$ cat config.mk
export PLATFORM = sky130hd
export DESIGN_NAME = axi4_rr_arbiter
export DESIGN_NICKNAME = d
export VERILOG_FILES = /design/src/rtl/axi4_arb_pkg.sv /design/src/rtl/rr_pick2.sv /design/src/rtl/axi4_rr_arbiter.sv
export SDC_FILE = /design/constraint.sdc
export NUM_CORES = 1
export LEC_CHECK = 0
export CORE_AREA = 2 2 279 281
export DETAILED_ROUTE_END_ITERATION = 12
export DIE_AREA = 0 0 281 283
export DONT_BUFFER_PORTS = 1
export GPL_ROUTABILITY_DRIVEN = 0
export HOLD_SLACK_MARGIN = 0.15
export PLACE_DENSITY_LB_ADDON = 0.2
export SLEW_MARGIN = 10
export SYNTH_ARGS = -nofsm -noshare
export SYNTH_HDL_FRONTEND = slang
export SYNTH_SLANG_ARGS = --single-unit
$ cat constraint.sdc
create_clock -name clk -period 1.76 [get_ports clk]
set_clock_uncertainty 0.1 [all_clocks]
set_input_delay 0.352 -clock clk [delete_from_list [all_inputs] [get_ports clk]]
set_output_delay 0.352 -clock clk [all_outputs]
set_load 0.005 [all_outputs]
$ cat src/rtl/axi4_arb_pkg.sv
// rtl/axi4_arb_pkg.sv - shared types and AXI encodings for the two-master AXI4 arbiter
package axi4_arb_pkg;

  typedef enum logic {
    W_IDLE = 1'b0,
    W_BUSY = 1'b1
  } wr_state_t;

  localparam logic [1:0] BURST_FIXED = 2'b00;
  localparam logic [1:0] BURST_INCR  = 2'b01;
  localparam logic [1:0] BURST_WRAP  = 2'b10;

  localparam logic [1:0] RESP_OKAY   = 2'b00;
  localparam logic [1:0] RESP_SLVERR = 2'b10;

endpackage

$ cat src/rtl/rr_pick2.sv
// rtl/rr_pick2.sv - two-way requester pick; AXI_ARB_FIXED_PRIO_EN selects fixed s0 priority
module rr_pick2
  import axi4_arb_pkg::*;
(
  input  logic [1:0] req,
  input  logic       ptr,
  output logic       gnt
);

`ifdef AXI_ARB_FIXED_PRIO_EN
  logic unused_ptr;
  assign unused_ptr = ptr;

  always_comb begin
    gnt = ~req[0] & req[1];
  end
`else
  // ptr names the preferred master; the other wins only when ptr is not requesting
  always_comb begin
    gnt = req[ptr] ? ptr : ~ptr;
  end
`endif

endmodule

$ cat src/rtl/axi4_rr_arbiter.sv
// rtl/axi4_rr_arbiter.sv - two-master to one-slave AXI4 arbiter with independent read/write grants
// AXI_ARB_FIXED_PRIO_EN: s0 wins simultaneous requests, no round-robin pointers
module axi4_rr_arbiter
  import axi4_arb_pkg::*;
#(
  parameter int ADDR_W = 32,
  parameter int DATA_W = 32,
  parameter int ID_W   = 15
) (
  input  logic                clk,
  input  logic                rst,
  input  logic                s0_arvalid, s1_arvalid,
  output logic                s0_arready, s1_arready,
  input  logic [ADDR_W-1:0]   s0_araddr, s1_araddr,
  input  logic [ID_W-1:0]     s0_arid, s1_arid,
  input  logic [7:0]          s0_arlen, s1_arlen,
  input  logic [2:0]          s0_arsize, s1_arsize,
  input  logic [1:0]          s0_arburst, s1_arburst,
  output logic                s0_rvalid, s1_rvalid,
  input  logic                s0_rready, s1_rready,
  output logic [DATA_W-1:0]   s0_rdata, s1_rdata,
  output logic [ID_W-1:0]     s0_rid, s1_rid,
  output logic [1:0]          s0_rresp, s1_rresp,
  output logic                s0_rlast, s1_rlast,
  input  logic                s0_awvalid, s1_awvalid,
  output logic                s0_awready, s1_awready,
  input  logic [ADDR_W-1:0]   s0_awaddr, s1_awaddr,
  input  logic [ID_W-1:0]     s0_awid, s1_awid,
  input  logic [7:0]          s0_awlen, s1_awlen,
  input  logic [2:0]          s0_awsize, s1_awsize,
  input  logic [1:0]          s0_awburst, s1_awburst,
  input  logic                s0_wvalid, s1_wvalid,
  output logic                s0_wready, s1_wready,
  input  logic [DATA_W-1:0]   s0_wdata, s1_wdata,
  input  logic [DATA_W/8-1:0] s0_wstrb, s1_wstrb,
  input  logic                s0_wlast, s1_wlast,
  output logic                s0_bvalid, s1_bvalid,
  input  logic                s0_bready, s1_bready,
  output logic [ID_W-1:0]     s0_bid, s1_bid,
  output logic [1:0]          s0_bresp, s1_bresp,
  output logic                m_arvalid,
  input  logic                m_arready,
  output logic [ADDR_W-1:0]   m_araddr,
  output logic [ID_W:0]       m_arid,
  output logic [7:0]          m_arlen,
  output logic [2:0]          m_arsize,
  output logic [1:0]          m_arburst,
  input  logic                m_rvalid,
  output logic                m_rready,
  input  logic [DATA_W-1:0]   m_rdata,
  input  logic [ID_W:0]       m_rid,
  input  logic [1:0]          m_rresp,
  input  logic                m_rlast,
  output logic                m_awvalid,
  input  logic                m_awready,
  output logic [ADDR_W-1:0]   m_awaddr,
  output logic [ID_W:0]       m_awid,
  output logic [7:0]          m_awlen,
  output logic [2:0]          m_awsize,
  output logic [1:0]          m_awburst,
  output logic                m_wvalid,
  input  logic                m_wready,
  output logic [DATA_W-1:0]   m_wdata,
  output logic [DATA_W/8-1:0] m_wstrb,
  output logic                m_wlast,
  input  logic                m_bvalid,
  output logic                m_bready,
  input  logic [ID_W:0]       m_bid,
  input  logic [1:0]          m_bresp
);

  logic      rd_gnt_vld, rd_gnt, rd_pick, rd_pref;
  logic      wr_gnt, wr_pick, wr_pref;
  logic      aw_done, w_done;
  wr_state_t wr_state;
  logic      wr_busy, aw_hs, wl_hs;

`ifdef AXI_ARB_FIXED_PRIO_EN
  assign rd_pref = 1'b0;
  assign wr_pref = 1'b0;
`else
  logic rd_ptr, wr_ptr;
  assign rd_pref = rd_ptr;
  assign wr_pref = wr_ptr;
`endif

  rr_pick2 u_ar_pick (.req({s1_arvalid, s0_arvalid}), .ptr(rd_pref), .gnt(rd_pick));
  rr_pick2 u_aw_pick (.req({s1_awvalid, s0_awvalid}), .ptr(wr_pref), .gnt(wr_pick));

  // Read grant is held from the cycle after a request until its AR handshake
  always_ff @(posedge clk) begin
    if (rst) begin
      rd_gnt_vld <= 1'b0;
      rd_gnt     <= 1'b0;
`ifndef AXI_ARB_FIXED_PRIO_EN
      rd_ptr     <= 1'b0;
`endif
    end else if (!rd_gnt_vld) begin
      if (s0_arvalid || s1_arvalid) begin
        rd_gnt_vld <= 1'b1;
        rd_gnt     <= rd_pick;
      end
    end else if (m_arvalid && m_arready) begin
      rd_gnt_vld <= 1'b0;
`ifndef AXI_ARB_FIXED_PRIO_EN
      rd_ptr     <= ~rd_gnt;
`endif
    end
  end

  always_comb begin
    m_arvalid  = rd_gnt_vld & (rd_gnt ? s1_arvalid : s0_arvalid);
    m_araddr   = rd_gnt ? s1_araddr  : s0_araddr;
    m_arid     = {rd_gnt, (rd_gnt ? s1_arid : s0_arid)};
    m_arlen    = rd_gnt ? s1_arlen   : s0_arlen;
    m_arsize   = rd_gnt ? s1_arsize  : s0_arsize;
    m_arburst  = rd_gnt ? s1_arburst : s0_arburst;
    s0_arready = rd_gnt_vld & ~rd_gnt & m_arready;
    s1_arready = rd_gnt_vld &  rd_gnt & m_arready;
  end

  // R and B return paths are steered by the master bit prepended to the ID
  always_comb begin
    s0_rvalid = m_rvalid & ~m_rid[ID_W];
    s1_rvalid = m_rvalid &  m_rid[ID_W];
    m_rready  = m_rid[ID_W] ? s1_rready : s0_rready;
    s0_rdata  = m_rdata;
    s1_rdata  = m_rdata;
    s0_rid    = m_rid[ID_W-1:0];
    s1_rid    = m_rid[ID_W-1:0];
    s0_rresp  = m_rresp;
    s1_rresp  = m_rresp;
    s0_rlast  = m_rlast;
    s1_rlast  = m_rlast;
    s0_bvalid = m_bvalid & ~m_bid[ID_W];
    s1_bvalid = m_bvalid &  m_bid[ID_W];
    m_bready  = m_bid[ID_W] ? s1_bready : s0_bready;
    s0_bid    = m_bid[ID_W-1:0];
    s1_bid    = m_bid[ID_W-1:0];
    s0_bresp  = m_bresp;
    s1_bresp  = m_bresp;
  end

  assign wr_busy = (wr_state == W_BUSY);
  assign aw_hs   = m_awvalid & m_awready;
  assign wl_hs   = m_wvalid & m_wready & m_wlast;

  // Completion counts handshakes of the current cycle so the FSM leaves without an extra bubble
  always_ff @(posedge clk) begin
    if (rst) begin
      wr_state <= W_IDLE;
      wr_gnt   <= 1'b0;
      aw_done  <= 1'b0;
      w_done   <= 1'b0;
`ifndef AXI_ARB_FIXED_PRIO_EN
      wr_ptr   <= 1'b0;
`endif
    end else begin
      case (wr_state)
        W_IDLE: begin
          if (s0_awvalid || s1_awvalid) begin
            wr_state <= W_BUSY;
            wr_gnt   <= wr_pick;
            aw_done  <= 1'b0;
            w_done   <= 1'b0;
          end
        end
        W_BUSY: begin
          if ((aw_done || aw_hs) && (w_done || wl_hs)) begin
            wr_state <= W_IDLE;
            aw_done  <= 1'b0;
            w_done   <= 1'b0;
`ifndef AXI_ARB_FIXED_PRIO_EN
            wr_ptr   <= ~wr_gnt;
`endif
          end else begin
            if (aw_hs) aw_done <= 1'b1;
            if (wl_hs) w_done  <= 1'b1;
          end
        end
      endcase
    end
  end

  always_comb begin
    m_awvalid  = wr_busy & ~aw_done & (wr_gnt ? s1_awvalid : s0_awvalid);
    m_awaddr   = wr_gnt ? s1_awaddr  : s0_awaddr;
    m_awid     = {wr_gnt, (wr_gnt ? s1_awid : s0_awid)};
    m_awlen    = wr_gnt ? s1_awlen   : s0_awlen;
    m_awsize   = wr_gnt ? s1_awsize  : s0_awsize;
    m_awburst  = wr_gnt ? s1_awburst : s0_awburst;
    s0_awready = wr_busy & ~aw_done & ~wr_gnt & m_awready;
    s1_awready = wr_busy & ~aw_done &  wr_gnt & m_awready;
    m_wvalid   = wr_busy & ~w_done & (wr_gnt ? s1_wvalid : s0_wvalid);
    m_wdata    = wr_gnt ? s1_wdata : s0_wdata;
    m_wstrb    = wr_gnt ? s1_wstrb : s0_wstrb;
    m_wlast    = wr_gnt ? s1_wlast : s0_wlast;
    s0_wready  = wr_busy & ~w_done & ~wr_gnt & m_wready;
    s1_wready  = wr_busy & ~w_done &  wr_gnt & m_wready;
  end

endmodule

==> impl_metrics.toml <==
[routing]
wl_per_cell_um = 19.16
wirelength_um = 24910
viasPerCell = 1.958
final_antenna_net_count = 0
first_pass_iters = 4
route.detailed.drc = 0
vias = 2546
drtIter0Drc = 68

[worst_hold_path]
worstHoldStart = "s0_arvalid"
min_to = "rd_gnt_vld"
hp-class = "in -> reg"
hold_depth = 2

[synth]
synth.top_cell.area_share_pct = 52.71
syn-instance-count = 375
synth_async_sr_flop_share_pct = 0
yosysMostFrequentCell = "mux2_2"
yosysWarnings = 0
yosysSeqAreaShare_pct = 4.744
syn_area_um2 = 3376
ys_types = 25
synthTopCellsByArea = "mux2_2 (53%), buf_4 (30%), dfxtp_1 (4.7%)"
ys_seq_elements = 8
synth_nets = 775
synth_edf_count = 0
syn_avg_cell_area_um2 = 9.002
synth_area_leader_cell = "mux2_2"
synth_ff_type = "dfxtp_1"
synthTopCellsByCount = "mux2_2 (158), buf_4 (136), buf_2 (13), dfxtp_1 (8), nor2_1 (8)"

[cts]
path_clk_slew_ns = 0.06
cts_tree = "built"
cts.htree.levels = 1
clkLatencyLatePin_ns = 0.27
cts_buffer_depth = 2
clockRootBuffer = "clkbuf_16"
cts_inserted_buffers = 3
clock-sinks = 8

[floorplan]
core_area_um2 = 76700
row_count = 102
start_util_pct = 4.401
ios = 708
die_y_um = 283
dieArea_um2 = 79520
die_width_um = 281

[placement]
portBuffers = 0
hpwlAfterDp_um = 21180

[sta]
slew_viol_final = 0
min_period_ns = 1.843
finalCritPeriodShare_pct = 104.7
fmax_mhz = 542.6
hold_viol_final = 0
setup_ws_ns = -0.08287
rsz0062_at_grt = "true"
tightest_slew_ns = 0.6761
finalSetupViolCount = 126
final.setup.tns_ns = -4.877
slew_headroom_pct = 54.78

[layout]
drive_above_1_share_pct = 78.80
nets = 651
area_delta_synth_final_pct = 33.36
final_util_pct = 5.869

[grt]
grt_first_pass_wirelength_um = 27010
gr-total-overflow = 0
antenna_found_initial = 31
grt_use_total_pct = 5.421
grt_pass1_vias = 2495
grt_max_degree = 55

[run]
cap_violations = 0

[power_and_ir_drop]
pwr_density_cell_nw_per_um2 = 350.0
ir_drop_mv = 0.2130
finalPower_mw = 1.576
p_leak_nw = 1.313

[run_status]
status = "finished with violations"
violations = "setup timing"

[critical_path]
r2r_slack_ns = -0.06
rr_endpoint = "wr_pref"
crit_chain = "buf_12, clkbuf_16, mux2_4"
ff2ff_path_depth = 5
r2r_start = "wr_gnt"
start_kind = "register"
crit_arrival_ns = 1.39
path_class = "reg -> out"
max_stage_delay_ns = 0.46
slowest_stage = "dfxtp_4"
required_ns = 1.31
end_kind = "output port"
worstPathMaxFanout = 6
[cell usage in the layout, fill, tap and decap left out, drive strengths merged]
cell type    netlist  layout
mux2             160     160
buf              151      17
clkbuf             5      12
diode              0      10
nor2               8       8
dfxtp              8       8
nor3               6       6
a21oi              5       5
nand2              4       4
nor2b              4       4
inv                4       4
o21ai              4       4
mux2i              3       3
and2               2       2
and4b              2       2
o211ai             2       2
dlygate4sd3        0       2
and3               2       2
nor4b              1       1
o32ai              1       1
nand3              1       1
a31oi              1       1
o21a               1       1
[registers in the layout, summed over array words and instances, names as in the netlist]
name / count
aw_done: 1
rd_gnt: 1
rd_gnt_vld: 1
rd_pref: 1
w_done: 1
wr_busy: 1
wr_gnt: 1
wr_pref: 1
[worst max path at each step]
stage / from / to / slack [ns] / cells after the start
final: wr_gnt / m_awaddr[26] / -0.08 / 3
after global routing: wr_gnt / m_awburst[0] / -0.13 / 3
after CTS: rd_gnt / m_arid[7] / -0.09 / 2
after detailed placement: wr_gnt / wr_pref / 0.09 / 5
after global placement: wr_gnt / wr_pref / 0.1 / 5
after floorplan: wr_gnt / m_awaddr[10] / 0.02 / 4
[worst max-delay path, delay by kind of cell (launching register included)]
family   cells  cell delay [ns]
buf+inv      2             0.35
flops        1             0.46
mux          1             0.31
[through the flow]
stage               instance area [um^2]  instances  worst slack, ns  hold WS (ns)
floorplan                           3376        375          0.02089        0.3776
global placement                    3695       1270          0.09813        0.3400
detailed placement                  3695       1270          0.08695        0.3295
CTS                                 3948       1280         -0.08598        0.1769
global route                        4499       1299          -0.1260        0.1706
finish                              4502       1300         -0.08287        0.1514
[logic make-up (layout without fill, tap and decap cells)]
family | count (synthesis) | count (layout) | share of synthesized area [%]
multiplexers | 163 | 163 | 54.48
flip-flops | 8 | 8 | 4.744
AND/OR/NAND/NOR | 30 | 30 | 4.707
AO/OA/AOI/OAI | 14 | 14 | 2.446
other | 0 | 10 | 0
buffers and inverters | 160 | 35 | 33.62
[where the power goes]
part / internal [mW] / switching [mW]
clock: 0.309 / 0.181
combinational: 0.512 / 0.356
sequential: 0.193 / 0.0249
[final cells by class]
cell class                      count  area [um^2]
Fill cell                        8962        72200
Sequential cell                     8        168.9
Timing Repair Buffer               27        484.2
Tap cell                         1040         1301
Multi-Input combinational cell    207         2429
Clock buffer                        4        78.83
Inverter                            4        15.01
Antenna cell                       10        25.02
[per-layer routing]
layer | vias up | track usage, % | part of all wire, % | wire length [um]
met1 | 1076 | 4.976 | 30 | 7375
met3 | 73 | 3.422 | 17 | 4181
li1 | 930 | - | - | -
met4 | 8 | 2.045 | 4.8 | 1197
met2 | 459 | 9.574 | 49 | 12100
met5 | - | 0 | 0.22 | 56
[timing repair]
item / in CTS / in global routing
pin swaps: 1 / 0
hold buffers: 3 / 0
gates resized for setup: 18 / 82
gates cloned: 2 / 10
setup endpoints to repair: 135 / 146
hold endpoints to repair: 7 / 0
buffers inserted: 2 / 1
Note: power is estimated with default switching activity, not from simulation.
